==> src/rtl/g_buf_pkg.sv <==
// Shared constants and elaboration helpers for the filtered input buffer family.
package g_buf_pkg;

    localparam int unsigned WIDTH_MIN = 1;
    localparam int unsigned WIDTH_MAX = 64;
    localparam int unsigned SYNC_MIN  = 2;
    localparam int unsigned SYNC_MAX  = 4;
    localparam int unsigned FILT_MIN  = 1;
    localparam int unsigned FILT_MAX  = 255;

    function automatic int unsigned clog2(input int unsigned v);
        int unsigned r;
        r = 0;
        for (int unsigned i = 0; i < 32; i++) begin
            if ((64'(1) << i) < 64'(v)) begin
                r = i + 1;
            end
        end
        return r;
    endfunction

    // Counter must hold 0..FILT_CYC; never narrower than one bit.
    function automatic int unsigned cnt_width(input int unsigned filt_cyc);
        int unsigned w;
        w = clog2(filt_cyc + 1);
        return (w == 0) ? 1 : w;
    endfunction

    localparam int unsigned CNT_W_MAX = cnt_width(FILT_MAX);

    function automatic bit in_range(input int unsigned v, input int unsigned lo,
                                    input int unsigned hi);
        return (v >= lo) && (v <= hi);
    endfunction

endpackage

==> src/rtl/g_bufb_filt_ch.sv <==
// One channel: synchroniser chain, polarity correction, consecutive-sample
// deglitch counter and registered level/edge outputs.
module g_bufb_filt_ch
    import g_buf_pkg::*;
#(
    parameter int unsigned SYNC_STAGES = 2,
    parameter int unsigned FILT_CYC    = 4,
    parameter logic        INV         = 1'b1
) (
    input  logic clk,
    input  logic rst_n,
    input  logic an,
    input  logic en,
    output logic y,
    output logic rise,
    output logic fall
);

    localparam int unsigned     CW       = cnt_width(FILT_CYC);
    localparam logic [CW-1:0]   CNT_LAST = CW'(FILT_CYC - 1);

    if (!in_range(SYNC_STAGES, SYNC_MIN, SYNC_MAX)) begin : g_bad_sync
        $fatal(1, "g_bufb_filt_ch: SYNC_STAGES out of range");
    end
    if (!in_range(FILT_CYC, FILT_MIN, FILT_MAX)) begin : g_bad_filt
        $fatal(1, "g_bufb_filt_ch: FILT_CYC out of range");
    end

    logic [SYNC_STAGES-1:0] sync_q, sync_d;
    logic [CW-1:0]          cnt_q, cnt_d;
    logic                   y_q, y_d;
    logic                   rise_q, rise_d;
    logic                   fall_q, fall_d;
    logic                   s_c;

    // Sync chain runs every cycle regardless of EN.
    always_comb begin
        sync_d = {sync_q[SYNC_STAGES-2:0], an};
        s_c    = sync_q[SYNC_STAGES-1] ^ INV;
    end

    // Any sample matching Y restarts the count; the FILT_CYC-th mismatch commits.
    always_comb begin
        cnt_d  = cnt_q;
        y_d    = y_q;
        rise_d = 1'b0;
        fall_d = 1'b0;
        if (en) begin
            if (s_c == y_q) begin
                cnt_d = '0;
            end else if (cnt_q == CNT_LAST) begin
                y_d    = s_c;
                cnt_d  = '0;
                rise_d = s_c;
                fall_d = ~s_c;
            end else begin
                cnt_d = cnt_q + CW'(1);
            end
        end
    end

    always_ff @(posedge clk or negedge rst_n) begin
        if (!rst_n) begin
            sync_q <= {SYNC_STAGES{INV}};
            cnt_q  <= '0;
            y_q    <= 1'b0;
            rise_q <= 1'b0;
            fall_q <= 1'b0;
        end else begin
            sync_q <= sync_d;
            cnt_q  <= cnt_d;
            y_q    <= y_d;
            rise_q <= rise_d;
            fall_q <= fall_d;
        end
    end

    assign y    = y_q;
    assign rise = rise_q;
    assign fall = fall_q;

    a_strobe_excl: assert property (@(posedge clk) disable iff (!rst_n) !(rise_q && fall_q));

endmodule

==> src/rtl/g_bufb_filt.sv <==
// WIDTH-channel synchronised, deglitched, polarity-corrected input buffer with
// per-channel rise/fall strobes and a shared filter enable.
module g_bufb_filt
    import g_buf_pkg::*;
#(
    parameter int unsigned      WIDTH       = 8,
    parameter int unsigned      SYNC_STAGES = 2,
    parameter int unsigned      FILT_CYC    = 4,
    parameter logic [WIDTH-1:0] INV_MASK    = {WIDTH{1'b1}}
) (
    input  logic             CLK,
    input  logic             RSTN,
    input  logic [WIDTH-1:0] AN,
    input  logic             EN,
    output logic [WIDTH-1:0] Y,
    output logic [WIDTH-1:0] RISE,
    output logic [WIDTH-1:0] FALL
);

    if (!in_range(WIDTH, WIDTH_MIN, WIDTH_MAX)) begin : g_bad_width
        $fatal(1, "g_bufb_filt: WIDTH out of range");
    end

    for (genvar i = 0; i < WIDTH; i++) begin : g_ch
        g_bufb_filt_ch #(
            .SYNC_STAGES (SYNC_STAGES),
            .FILT_CYC    (FILT_CYC),
            .INV         (INV_MASK[i])
        ) u_ch (
            .clk   (CLK),
            .rst_n (RSTN),
            .an    (AN[i]),
            .en    (EN),
            .y     (Y[i]),
            .rise  (RISE[i]),
            .fall  (FALL[i])
        );
    end

endmodule
==> config.mk <==
export PLATFORM = sky130hd
export DESIGN_NAME = g_bufb_filt
export DESIGN_NICKNAME = d
export VERILOG_FILES = /design/src/rtl/g_buf_pkg.sv /design/src/rtl/g_bufb_filt_ch.sv /design/src/rtl/g_bufb_filt.sv
export SDC_FILE = /design/constraint.sdc
export NUM_CORES = 1
export LEC_CHECK = 0
export BUFFER_PORTS_ARGS = -buffer_cell sky130_fd_sc_hd__buf_2
export CORE_AREA = 4 4 92 94
export CTS_CLUSTER_DIAMETER = 40
export CTS_CLUSTER_SIZE = 28
export DETAILED_ROUTE_END_ITERATION = 8
export DIE_AREA = 0 0 96 98
export HOLD_SLACK_MARGIN = 0.05
export PLACE_DENSITY = 0.53
export SYNTH_ARGS = -nofsm -noshare
export SYNTH_HDL_FRONTEND = slang
export SYNTH_HIERARCHICAL = 1
export SYNTH_SLANG_ARGS = --single-unit
==> constraint.sdc <==
create_clock -name CLK -period 2.2 [get_ports CLK]
set_input_delay 0 -clock CLK [delete_from_list [all_inputs] [get_ports CLK]]
set_output_delay 0 -clock CLK [all_outputs]
set_load 0.02 [all_outputs]
==> impl_metrics.prom <==
# TYPE chip_impl_metric gauge
chip_impl_info{name="status",value="completed"} 1
chip_impl_metric{name="synth.yosys.warnings",unit=""} 6
chip_impl_metric{name="timing.fmax",unit="MHz"} 892
chip_impl_metric{name="post_synth_inst_count",unit=""} 208
chip_impl_metric{name="number_of_standard_cell_rows_in_the_floorplan",unit=""} 32
chip_impl_metric{name="die-area",unit="sq um"} 9410
chip_impl_metric{name="cts.clk_slew.worst_paths",unit="ns"} 0.07
chip_impl_metric{name="synth_edf_count",unit=""} 0
chip_impl_metric{name="ys_seq_area_frac",unit=""} 0.616
chip_impl_metric{name="drv_cap",unit=""} 0
chip_impl_metric{name="detail_route.first_pass.iterations",unit=""} 4
chip_impl_info{name="end_kind",value="flop"} 1
chip_impl_metric{name="fin_crit_sh",unit=""} 0.509
chip_impl_metric{name="clkSinkCount",unit=""} 64
chip_impl_info{name="setup.worst_path.class",value="reg2reg"} 1
chip_impl_metric{name="setup-tns-final",unit="ns"} 0
chip_impl_metric{name="place.port_buffers",unit=""} 34
chip_impl_metric{name="antennaDiodeCount",unit=""} 0
chip_impl_metric{name="vias_per_cell",unit=""} 4.22
chip_impl_metric{name="drcViolationCount",unit=""} 0
chip_impl_info{name="synth_flop_cell",value="sky130_fd_sc_hd__dfrtp_1"} 1
chip_impl_metric{name="first_global_vias",unit=""} 1634
chip_impl_metric{name="drv_slew",unit=""} 0
chip_impl_metric{name="postSynth.asyncResetShare",unit=""} 1.00
chip_impl_metric{name="syn_to_layout_area_delta",unit="%"} 23.4
chip_impl_metric{name="vias",unit=""} 1564
chip_impl_metric{name="post-route-worst-setup-slack",unit="ns"} 1.08
chip_impl_metric{name="area.sequential",unit="sq um"} 1620
chip_impl_metric{name="initial_core_util",unit=""} 0.344
chip_impl_metric{name="multi_input_comb_area",unit="sq um"} 921
chip_impl_info{name="setup_repair_after_global_routing_missed_its_margin",value="no"} 1
chip_impl_metric{name="detailedPlace.worstSlack",unit="ns"} 1.01
chip_impl_metric{name="placedCellCount",unit=""} 346
chip_impl_info{name="yosys.cell_count.top_type",value="sky130_fd_sc_hd__dfrtp_1"} 1
chip_impl_metric{name="grt_pass1_wl",unit="um"} 7490
chip_impl_metric{name="syn_nets",unit=""} 227
chip_impl_metric{name="detail_route.wl_per_cell",unit="um"} 11.2
chip_impl_metric{name="setup_violations",unit=""} 0
chip_impl_metric{name="finalHoldViolCount",unit=""} 0
chip_impl_metric{name="largest_net_degree_at_the_start_of_global_routing",unit=""} 49
chip_impl_metric{name="grt_antenna_before_repair",unit=""} 0
chip_impl_metric{name="dieHeight",unit="um"} 98
chip_impl_metric{name="design_power_total",unit="W"} 0.00376
chip_impl_metric{name="fin_cells",unit=""} 371
chip_impl_metric{name="min_period",unit="ns"} 1.12
chip_impl_metric{name="crit_required",unit="ns"} 2.44
chip_impl_info{name="cts_tree",value="done"} 1
chip_impl_metric{name="io_pins",unit=""} 35
chip_impl_metric{name="floorplan.core_area",unit="sq um"} 7650
chip_impl_metric{name="syn-mean-instance-area",unit="sq um"} 12.7
chip_impl_metric{name="chipWidth",unit="um"} 96
chip_impl_metric{name="gp_congestion",unit=""} 0.707
chip_impl_metric{name="postRouteAntennaNets",unit=""} 0
chip_impl_metric{name="grt.total_usage",unit=""} 0.104
chip_impl_metric{name="synth_top_area_share",unit=""} 0.456
chip_impl_metric{name="worst_slew_margin_rel",unit=""} 0.482
chip_impl_metric{name="htree_levels",unit=""} 3
chip_impl_metric{name="crit_path_max_fanout",unit=""} 3
chip_impl_metric{name="worst-slew-pin-transition",unit="ns"} 0.777
chip_impl_metric{name="dpl_wire_length",unit="um"} 2740
chip_impl_metric{name="postcts_resize_cnt",unit=""} 0
chip_impl_metric{name="drive_gt1_frac",unit=""} 0.301
chip_impl_info{name="min-delay-path-class",value="in2async"} 1
chip_impl_metric{name="numCtsBuffers",unit=""} 9
chip_impl_metric{name="fillerInstances",unit=""} 732
chip_impl_info{name="post_synth_most_frequent_cells",value="sky130_fd_sc_hd__dfrtp_1 (48), sky130_fd_sc_hd__inv_1 (24)"} 1
chip_impl_metric{name="leakage_component_of_the_power",unit="nW"} 1.58
chip_impl_metric{name="yosys.cell_types.count",unit=""} 15
chip_impl_metric{name="drt-total-wl",unit="um"} 4150
chip_impl_info{name="type_of_element_launching_the_critical_path",value="flop"} 1
chip_impl_metric{name="timing.critical_path.arrival",unit="ns"} 1.36
chip_impl_metric{name="detail_route.iter0.violations",unit=""} 70
chip_impl_metric{name="seq_cells_post_synth",unit=""} 64
chip_impl_metric{name="power.density_cell_area",unit="nW/um^2"} 1160
chip_impl_info{name="ctsRootBufferMaster",value="sky130_fd_sc_hd__clkbuf_8"} 1
chip_impl_metric{name="max-vdd-ir-drop",unit="mV"} 0.499
chip_impl_metric{name="finClkSkew",unit="ns"} 0.00582
chip_impl_metric{name="grt_overflow",unit=""} 0
chip_impl_info{name="synth.largest_area_cell",value="sky130_fd_sc_hd__dfrtp_1"} 1
chip_impl_metric{name="finalNetCount",unit=""} 283
chip_impl_metric{name="cts_setup_buffers",unit=""} 0
chip_impl_metric{name="later_pin_clock_latency_in_the_skew_report",unit="ns"} 0.33
chip_impl_metric{name="post_synth_instance_area",unit="sq um"} 2630
chip_impl_info{name="synthTopCellsByArea",value="sky130_fd_sc_hd__dfrtp_1 (46%), sky130_fd_sc_hd__dfstp_2 (16%), sky130_fd_sc_hd__xor2_2 (4.9%)"} 1
chip_impl_metric{name="clock_path_buffers",unit=""} 2
chip_impl_metric{name="ctsHoldBuffers",unit=""} 9
## final timing paths
path	depth (start not counted)	slack [ns]	to	start
max in group asynchronous	3	1.22	g_ch[1].u_ch/sync_q[1]$_DFF_PN1_	RSTN
min	2	0.27	g_ch[5].u_ch/fall$_DFF_PN0_	RSTN
max	3	1.08	g_ch[7].u_ch/cnt_q[0]$_DFFE_PN0P_	g_ch[7].u_ch/cnt_q[0]$_DFFE_PN0P_
min reg2reg	0	0.36	g_ch[4].u_ch/sync_q[1]$_DFF_PN1_	g_ch[4].u_ch/sync_q[0]$_DFF_PN1_
min in group CLK	3	0.29	g_ch[0].u_ch/cnt_q[1]$_DFFE_PN0P_	EN
max reg2reg	3	1.08	g_ch[7].u_ch/cnt_q[0]$_DFFE_PN0P_	g_ch[7].u_ch/cnt_q[0]$_DFFE_PN0P_
## critical path, cell delays in order, from the launching register on
cell and delay (ns):
sky130_fd_sc_hd__dfrtp_1 0.40, sky130_fd_sc_hd__ha_1 0.24, sky130_fd_sc_hd__and2b_1 0.17, sky130_fd_sc_hd__o31ai_2 0.22
## where the power goes
group / total (W) / leakage [nW] / switching [W] / internal (W)
registers: 0.00176 / 0.795 / 0.000264 / 0.00149
logic: 0.00101 / 0.691 / 0.000512 / 0.000496
clock network: 0.00100 / 0.0969 / 0.000414 / 0.000587
total: 0.00376 / 1.58 / 0.00119 / 0.00257
## stage by stage
stage	utilization	hold slack, ns	cell area, sq um
floorplan	-	-0.296	2630
global placement	0.387	0.105	2960
detailed placement	0.387	0.106	2960
CTS	0.425	0.262	3250
global route	0.425	0.306	3250
finish	0.425	0.274	3250
## cell usage in the layout (no fill, tap or decap)
cell type and count:
sky130_fd_sc_hd__dfrtp_1 48, sky130_fd_sc_hd__buf_2 34, sky130_fd_sc_hd__inv_1 24, sky130_fd_sc_hd__nand2_1 16
sky130_fd_sc_hd__o22ai_1 16, sky130_fd_sc_hd__nand2b_1 16, sky130_fd_sc_hd__dfstp_2 16, sky130_fd_sc_hd__clkbuf_8 11
sky130_fd_sc_hd__dlygate4sd3_1 9, sky130_fd_sc_hd__nand3b_1 8, sky130_fd_sc_hd__nor2_1 8, sky130_fd_sc_hd__nor3_1 8
sky130_fd_sc_hd__xor2_2 8, sky130_fd_sc_hd__or2b_1 8, sky130_fd_sc_hd__mux2i_1 8, sky130_fd_sc_hd__and2b_1 8
sky130_fd_sc_hd__o31ai_2 8, sky130_fd_sc_hd__ha_1 8, sky130_fd_sc_hd__clkbuf_1 3, sky130_fd_sc_hd__clkinvlp_4 1
sky130_fd_sc_hd__bufinv_16 1, sky130_fd_sc_hd__buf_4 1, sky130_fd_sc_hd__buf_12 1
## logic make-up (layout without fill, tap and decap cells)
logic type	after synthesis	in the layout	share of synthesized area
muxes	8	8	0.0304
DFF	64	64	0.616
adders and majority gates	8	8	0.0380
xor gates and xnor gates	8	8	0.0494
buffers and inverters	24	85	0.0342
AOI/OAI and AO/OA	24	24	0.0760
and+or+nand+nor	72	72	0.156
## layer usage
metal,GRT usage,part of all wire
met3,0.0408,0.053
met4,0.0492,0.023
met5,0,0
met2,0.144,0.44
met1,0.141,0.48
## final cells by class
class,instances,area share
Sequential cell,64,0.499
Multi-Input combinational cell,120,0.284
Timing Repair Buffer,45,0.0886
Clock buffer,14,0.0501
Tap cell,102,0.0393
Inverter,24,0.0277
Clock inverter,2,0.0116
## flip-flops by register name, summed over array words and instances (netlist names)
| signal | cells |
|---|---|
| g_ch.u_ch/cnt_q | 24 |
| g_ch.u_ch/sync_q | 16 |
| g_ch.u_ch/fall | 8 |
| g_ch.u_ch/rise | 8 |
| g_ch.u_ch/y | 8 |
No activity file was read; power rests on OpenSTA's default activity.
